### src/rtl/cv32e40x_pkg.sv
// -----------------------------------------------------------------------------
// cv32e40x_pkg
// Shared types for the issue controller: FSM state encoding, the execution
// unit selector driven towards EX, and the unit-decode priority function.
// No ports (package).
// -----------------------------------------------------------------------------
package cv32e40x_pkg;

  typedef enum logic [1:0] {
    IDLE     = 2'd0,
    MUL_BUSY = 2'd1,
    DIV_BUSY = 2'd2
  } issue_state_e;

  typedef enum logic [2:0] {
    UNIT_NONE = 3'd0,
    UNIT_ALU  = 3'd1,
    UNIT_MUL  = 3'd2,
    UNIT_DIV  = 3'd3,
    UNIT_LSU  = 3'd4,
    UNIT_CSR  = 3'd5,
    UNIT_SYS  = 3'd6
  } issue_unit_e;

  // Illegal instructions override every enable; among the enables the
  // system/CSR/LSU paths win over the arithmetic units.
  function automatic issue_unit_e decode_unit(
    input logic illegal,
    input logic sys_en,
    input logic csr_en,
    input logic lsu_en,
    input logic div_en,
    input logic mul_en,
    input logic alu_en
  );
    issue_unit_e unit;
    unit = UNIT_NONE;
    if (illegal)     unit = UNIT_NONE;
    else if (sys_en) unit = UNIT_SYS;
    else if (csr_en) unit = UNIT_CSR;
    else if (lsu_en) unit = UNIT_LSU;
    else if (div_en) unit = UNIT_DIV;
    else if (mul_en) unit = UNIT_MUL;
    else if (alu_en) unit = UNIT_ALU;
    return unit;
  endfunction

endpackage

### src/rtl/cv32e40x_issue_ctrl_if.sv
// -----------------------------------------------------------------------------
// cv32e40x_issue_ctrl_if
// Bundles the ID-stage decode/handshake signals, EX-side readiness and the
// controller halt/kill lines around the issue controller.
//   master : ID/EX/controller side (drives *_i, observes *_o)
//   slave  : issue controller (observes *_i, drives *_o)
// -----------------------------------------------------------------------------
interface cv32e40x_issue_ctrl_if;
  import cv32e40x_pkg::*;

  logic        id_valid_i;
  logic        alu_en_i;
  logic        mul_en_i;
  logic        div_en_i;
  logic        lsu_en_i;
  logic        csr_en_i;
  logic        sys_en_i;
  logic        illegal_insn_i;
  logic        ex_ready_i;
  logic        div_ready_i;
  logic        halt_i;
  logic        kill_i;

  logic        id_ready_o;
  logic        ex_valid_o;
  issue_unit_e issue_unit_o;
  logic        busy_o;
  logic [15:0] stall_cnt_o;

  modport master (
    output id_valid_i, alu_en_i, mul_en_i, div_en_i, lsu_en_i, csr_en_i,
           sys_en_i, illegal_insn_i, ex_ready_i, div_ready_i, halt_i, kill_i,
    input  id_ready_o, ex_valid_o, issue_unit_o, busy_o, stall_cnt_o
  );

  modport slave (
    input  id_valid_i, alu_en_i, mul_en_i, div_en_i, lsu_en_i, csr_en_i,
           sys_en_i, illegal_insn_i, ex_ready_i, div_ready_i, halt_i, kill_i,
    output id_ready_o, ex_valid_o, issue_unit_o, busy_o, stall_cnt_o
  );

endinterface

### src/rtl/cv32e40x_issue_ctrl.sv
// -----------------------------------------------------------------------------
// cv32e40x_issue_ctrl
// Issues the decoded ID instruction to EX, selecting the target unit, and
// blocks ID while the multiplier (fixed MUL_CYCLES occupancy) or the divider
// (until div_ready_i) is occupied. Also counts stalled ID cycles.
// Ports:
//   clk    : clock, rising edge
//   rst_n  : asynchronous active-low reset
//   bus    : cv32e40x_issue_ctrl_if.slave (decode inputs, EX/ctrl inputs,
//            id_ready_o / ex_valid_o / issue_unit_o / busy_o / stall_cnt_o)
// Parameter:
//   MUL_CYCLES : multiplier occupancy in cycles, 1..4
// -----------------------------------------------------------------------------
module cv32e40x_issue_ctrl
  import cv32e40x_pkg::*;
#(
  parameter int unsigned MUL_CYCLES = 2
) (
  input logic                  clk,
  input logic                  rst_n,
  cv32e40x_issue_ctrl_if.slave bus
);

  localparam logic [1:0] MUL_LOAD = 2'(MUL_CYCLES - 1);

  issue_state_e state;
  logic [1:0]   cnt;
  logic [15:0]  stall_cnt;

  issue_unit_e  unit;
  logic         id_ready;
  logic         accept;

  // rst_n gates the combinational outputs so they read as idle while reset
  // is held, independent of whatever the inputs are doing.
  always_comb begin
    unit     = decode_unit(bus.illegal_insn_i, bus.sys_en_i, bus.csr_en_i,
                           bus.lsu_en_i, bus.div_en_i, bus.mul_en_i,
                           bus.alu_en_i);
    id_ready = rst_n && (state == IDLE) && bus.ex_ready_i &&
               !bus.halt_i && !bus.kill_i;
    accept   = bus.id_valid_i && id_ready;
  end

  assign bus.id_ready_o   = id_ready;
  assign bus.ex_valid_o   = accept;
  assign bus.issue_unit_o = rst_n ? unit : UNIT_NONE;
  assign bus.busy_o       = (state != IDLE);
  assign bus.stall_cnt_o  = stall_cnt;

  always_ff @(posedge clk or negedge rst_n) begin
    if (!rst_n) begin
      state     <= IDLE;
      cnt       <= 2'd0;
      stall_cnt <= 16'd0;
    end else begin
      // Stall counter is a performance statistic: kill does not touch it.
      if (bus.id_valid_i && !id_ready && (stall_cnt != 16'hFFFF)) begin
        stall_cnt <= stall_cnt + 16'd1;
      end

      if (bus.kill_i) begin
        state <= IDLE;
        cnt   <= 2'd0;
      end else begin
        case (state)
          IDLE: begin
            if (accept) begin
              if ((unit == UNIT_MUL) && (MUL_CYCLES > 1)) begin
                state <= MUL_BUSY;
                cnt   <= MUL_LOAD;
              end else if (unit == UNIT_DIV) begin
                state <= DIV_BUSY;
              end
            end
          end
          // cnt holds the remaining blocked cycles including this one.
          MUL_BUSY: begin
            cnt <= cnt - 2'd1;
            if (cnt == 2'd1) begin
              state <= IDLE;
            end
          end
          DIV_BUSY: begin
            if (bus.div_ready_i) begin
              state <= IDLE;
            end
          end
          default: begin
            state <= IDLE;
            cnt   <= 2'd0;
          end
        endcase
      end
    end
  end

endmodule

### src/flat_wrapper.sv
// flat-port wrapper written by rule: the top's interface ports become plain ports
module cv32e40x_issue_ctrl_flat import cv32e40x_pkg::*;
#(
  parameter int unsigned MUL_CYCLES = 2
)
  (clk, rst_n, bus_id_valid_i, bus_alu_en_i, bus_mul_en_i, bus_div_en_i, bus_lsu_en_i, bus_csr_en_i, bus_sys_en_i, bus_illegal_insn_i, bus_ex_ready_i, bus_div_ready_i, bus_halt_i, bus_kill_i, bus_id_ready_o, bus_ex_valid_o, bus_issue_unit_o, bus_busy_o, bus_stall_cnt_o);
  cv32e40x_issue_ctrl_if bus_i ();
  input logic clk;
  input logic rst_n;
  input wire logic [$bits(bus_i.id_valid_i)-1:0] bus_id_valid_i;
  input wire logic [$bits(bus_i.alu_en_i)-1:0] bus_alu_en_i;
  input wire logic [$bits(bus_i.mul_en_i)-1:0] bus_mul_en_i;
  input wire logic [$bits(bus_i.div_en_i)-1:0] bus_div_en_i;
  input wire logic [$bits(bus_i.lsu_en_i)-1:0] bus_lsu_en_i;
  input wire logic [$bits(bus_i.csr_en_i)-1:0] bus_csr_en_i;
  input wire logic [$bits(bus_i.sys_en_i)-1:0] bus_sys_en_i;
  input wire logic [$bits(bus_i.illegal_insn_i)-1:0] bus_illegal_insn_i;
  input wire logic [$bits(bus_i.ex_ready_i)-1:0] bus_ex_ready_i;
  input wire logic [$bits(bus_i.div_ready_i)-1:0] bus_div_ready_i;
  input wire logic [$bits(bus_i.halt_i)-1:0] bus_halt_i;
  input wire logic [$bits(bus_i.kill_i)-1:0] bus_kill_i;
  output wire logic [$bits(bus_i.id_ready_o)-1:0] bus_id_ready_o;
  output wire logic [$bits(bus_i.ex_valid_o)-1:0] bus_ex_valid_o;
  output wire logic [$bits(bus_i.issue_unit_o)-1:0] bus_issue_unit_o;
  output wire logic [$bits(bus_i.busy_o)-1:0] bus_busy_o;
  output wire logic [$bits(bus_i.stall_cnt_o)-1:0] bus_stall_cnt_o;
  assign bus_i.id_valid_i = bus_id_valid_i;
  assign bus_i.alu_en_i = bus_alu_en_i;
  assign bus_i.mul_en_i = bus_mul_en_i;
  assign bus_i.div_en_i = bus_div_en_i;
  assign bus_i.lsu_en_i = bus_lsu_en_i;
  assign bus_i.csr_en_i = bus_csr_en_i;
  assign bus_i.sys_en_i = bus_sys_en_i;
  assign bus_i.illegal_insn_i = bus_illegal_insn_i;
  assign bus_i.ex_ready_i = bus_ex_ready_i;
  assign bus_i.div_ready_i = bus_div_ready_i;
  assign bus_i.halt_i = bus_halt_i;
  assign bus_i.kill_i = bus_kill_i;
  assign bus_id_ready_o = bus_i.id_ready_o;
  assign bus_ex_valid_o = bus_i.ex_valid_o;
  assign bus_issue_unit_o = bus_i.issue_unit_o;
  assign bus_busy_o = bus_i.busy_o;
  assign bus_stall_cnt_o = bus_i.stall_cnt_o;
  cv32e40x_issue_ctrl #(.MUL_CYCLES(MUL_CYCLES)) u_core (.clk(clk), .rst_n(rst_n), .bus(bus_i));
endmodule
### config.mk
export PLATFORM = sky130hd
export DESIGN_NAME = cv32e40x_issue_ctrl_flat
export DESIGN_NICKNAME = d
export VERILOG_FILES = /design/src/rtl/cv32e40x_pkg.sv /design/src/rtl/cv32e40x_issue_ctrl_if.sv /design/src/rtl/cv32e40x_issue_ctrl.sv /design/src/flat_wrapper.sv
export SDC_FILE = /design/constraint.sdc
export NUM_CORES = 1
export LEC_CHECK = 0
export ABC_AREA = 1
export ABC_CLOCK_PERIOD_IN_PS = 3660
export CORE_ASPECT_RATIO = 0.7
export CORE_UTILIZATION = 52
export DETAILED_ROUTE_END_ITERATION = 7
export GPL_ROUTABILITY_DRIVEN = 0
export HOLD_SLACK_MARGIN = 0.1
export PLACE_DENSITY = 0.85
export SYNTH_ARGS = -nofsm -noshare
export SYNTH_HDL_FRONTEND = slang
export SYNTH_SLANG_ARGS = --single-unit
export TNS_END_PERCENT = 10
### constraint.sdc
create_clock -name clk -period 3.66 [get_ports clk]
set_clock_uncertainty 0.2 [all_clocks]
set_input_delay 0.549 -clock clk [delete_from_list [all_inputs] [get_ports clk]]
set_output_delay 0.549 -clock clk [all_outputs]
set_load 0.05 [all_outputs]
==> impl_results.md <==
* Synthesized area at 1350 sq um
* Final nets at about 260
* CTS resizes at 0
* # rows at 15
* Post-Synth XOR/XNOR Area at between 5 and 6%
* Register area share after synthesis at between 30% and 40%
* Post-synthesis mux area share at 0%
* Cell taking the most area after synthesis: dfrtp_1
* DRT Pass-1 Iters at 5
* PD cells at 390 nW/um^2
* Tcrit/Tclk final at a little under three quarters
* Ys flop type: dfrtp_1
* Post-synth EDFFs at 0
* Worst EP required at 2.91 ns
* Post-CTS Hold Fix Bufs at 0
* Final Hold Vio Count at 0
* Setup crit start: bus_kill_i
* Critical path type: input pin to primary output
* Gr usage total at between 20 and 25%
* Pre-CTS setup slack at around 1.1 ns
* Post-synthesis simple-gate area fraction at 40.4%
* Wire per inst at approximately 11 microns
* Initial antenna violation count at 0
* Cells after Synth at 203
* Mapped Nets at around 220
* IO Count at 36
* H-tree Lvls at 1
* Post-synthesis adder-cell area fraction at 1.86%
* Starting Density at 54.7%
* Synth cell count leaders: nand2_1, inv_1, nor2_1
* Critical path cell sequence: clkdlybuf4s50_1, nor2_2, nand2_1, nor2_1, nand2_1, inv_1, buf_12
* Slew headroom at between 60% and 70%
* Synth-to-layout area growth at 34.0%
* Final instance area at ~1800 sq um
* Setup TNS at 0 ns
* DR vias/cell at ~5
* Crit path launch type: input pin
* Die span in x at between 60 and 70 microns
* Final number of setup-violating endpoints at 0
* RR Startpoint: u_core.bus.stall_cnt_o[0]
* CTS clk-pin slew, worst paths at roughly 0.060 ns
* Gr ovfl total at 0
* Minimum clock period at between 2 and 3 ns
* Syn Area/Cell at about 6.6 sq um
* DRT antenna net count at 0
* Clock tree sinks at 20
* Crit-path most repeated cell: nand2_1
* HP Class: register to register
* Setup ws final at about 1.0 ns
* Pleak at between 0.8 and 0.9 nW
* FFs w/ async S/R, synth at between 90% and 100%
* Area of the multi-input gates at 704 sq um
* DRT iter0 DRCs at 75
* Count leader, synth: nand2_1
* Compound-gate portion of the synthesized area at 4.28%
* N_diodes at 0
* Unrepaired setup endpoints after global routing: no
* IR drop worst, VDD at between 0.15 and 0.2 mV
* Worst slew pin tran at around 0.5 ns
* CP Max Fanout at 4
* Die ar. at about 2800 sq um
* Slowest CP cell: clkdlybuf4s50_1
* Die Y at approximately 45 microns
* CP arrival at ~1.9 ns
* Ys Warns at 0
* Pins Over Slew Limit at 0
* Layout cells sized above 1 at under 10%
* Hold wc startpoint: u_core.cnt[1]
* I/O Buffers at 35
* Max frequency at between 300 and 400 MHz
* Root cell of the clock tree: clkbuf_8
* Largest family of logic cells by synthesized area: simple AND/OR/NAND/NOR gates
* Pin count of the biggest net entering global routing at 21
* Status: complete, no violations
* Fillers at 192
* Drc violations at 0
* Total CTS buffers at 3
* Clk_lat worst skew at about 0.26 ns
* Placeable Area at ~2500 sq um
* Sequential cell area at about 500 sq um
* DR vias at 1363
* First-pass GRT wire length at about 5.1 mm
* CTS tree: yes
* Largest cells by area after synthesis: dfrtp_1, nand2_1, inv_1, nor2_1, xnor2_1
* Synth cell types at 17
* Critical path endpoint category: primary output
* Flops & latches, synth at 20
* Vias in the first global route at approximately 1200
* Crit path largest cell delay at about 0.43 ns
* HPWL Detailed at roughly 2.3 mm
* Cell Area, Placed at between 1500 and 2000 sq um
* Post-layout util at around 73%
* Post-detailed-routing wire length at about 3 mm
* Synth top area share at a little under two fifths
* Max-Cap Viols at 0
* Post-CTS setup buffers at 0
* Clock buffer depth at 2
## placed cells by master, fill, tap and decap left out, types with 3 or more instances in the layout
cell type	count
xnor2_1	8
o21ai_0	7
buf_12	5
dfrtp_1	20
clkdlybuf4s50_1	30
nor2_1	21
nand3b_1	3
nand3_1	13
nand2_1	91
clkbuf_8	3
a211oi_1	3
inv_1	26
## layer usage
layer,vias to the layer above,track usage [%],wire [microns]
li1,700,-,-
met4,0,8.37,43
met5,-,0,0
met2,65,37.0,1210
met1,591,33.3,1510
met3,7,8.25,266
## per-stage QoR
stage / instances / hold WS, ns / power, mW
CTS: 274 / 0.282 / 0.703
global placement: 271 / 0.264 / 0.554
detailed placement: 271 / 0.267 / 0.560
floorplan: 203 / 0.0534 / 0.462
global route: 274 / 0.335 / 0.738
finish: 274 / 0.280 / 0.702
## worst max-delay path: cells and delay by family
kind | cells | cell delay [ns]
buffers and inverters | 3 | 0.68
and+or+nand+nor | 4 | 0.63
## state kept, by name, summed over array words and instances, names as in the netlist
name / cells
u_core.bus.stall_cnt_o: 16
u_core.state: 2
u_core.cnt: 2
## power by group
part | switching [mW] | total (mW) | internal [mW]
logic | 0.168 | 0.270 | 0.102
registers | 0.0393 | 0.288 | 0.248
clock network | 0.0711 | 0.145 | 0.0734
## worst paths after layout
check | cells after the start | slack (ns) | to
worst max-delay path | 7 | 1.05 | bus_ex_valid_o
max in group asynchronous | 2 | 2.49 | u_core.bus.stall_cnt_o[3]
worst max register to register | 9 | 1.51 | u_core.bus.stall_cnt_o[4]
min in group asynchronous | 2 | 0.56 | u_core.state[0]
worst min-delay path | 2 | 0.28 | u_core.cnt[1]
worst min register to register | 2 | 0.28 | u_core.cnt[1]
## kinds of logic (layout without fill, tap and decap cells)
| group | after synthesis | in the layout |
|---|---|---|
| fa+ha+maj | 2 | 2 |
| simple gates | 133 | 133 |
| buf+inv | 29 | 66 |
| xor+xnor | 9 | 9 |
| compound gates | 10 | 10 |
| flops | 20 | 20 |
## cell type report
type,instances,share of cell area [%]
Sequential cell,20,27.8
Tap cell,34,2.36
Clock buffer,3,2.29
Multi-Input combinational cell,154,39.1
Inverter,26,5.42
Timing Repair Buffer,37,23.1
Power figures use the tool's default switching activity.
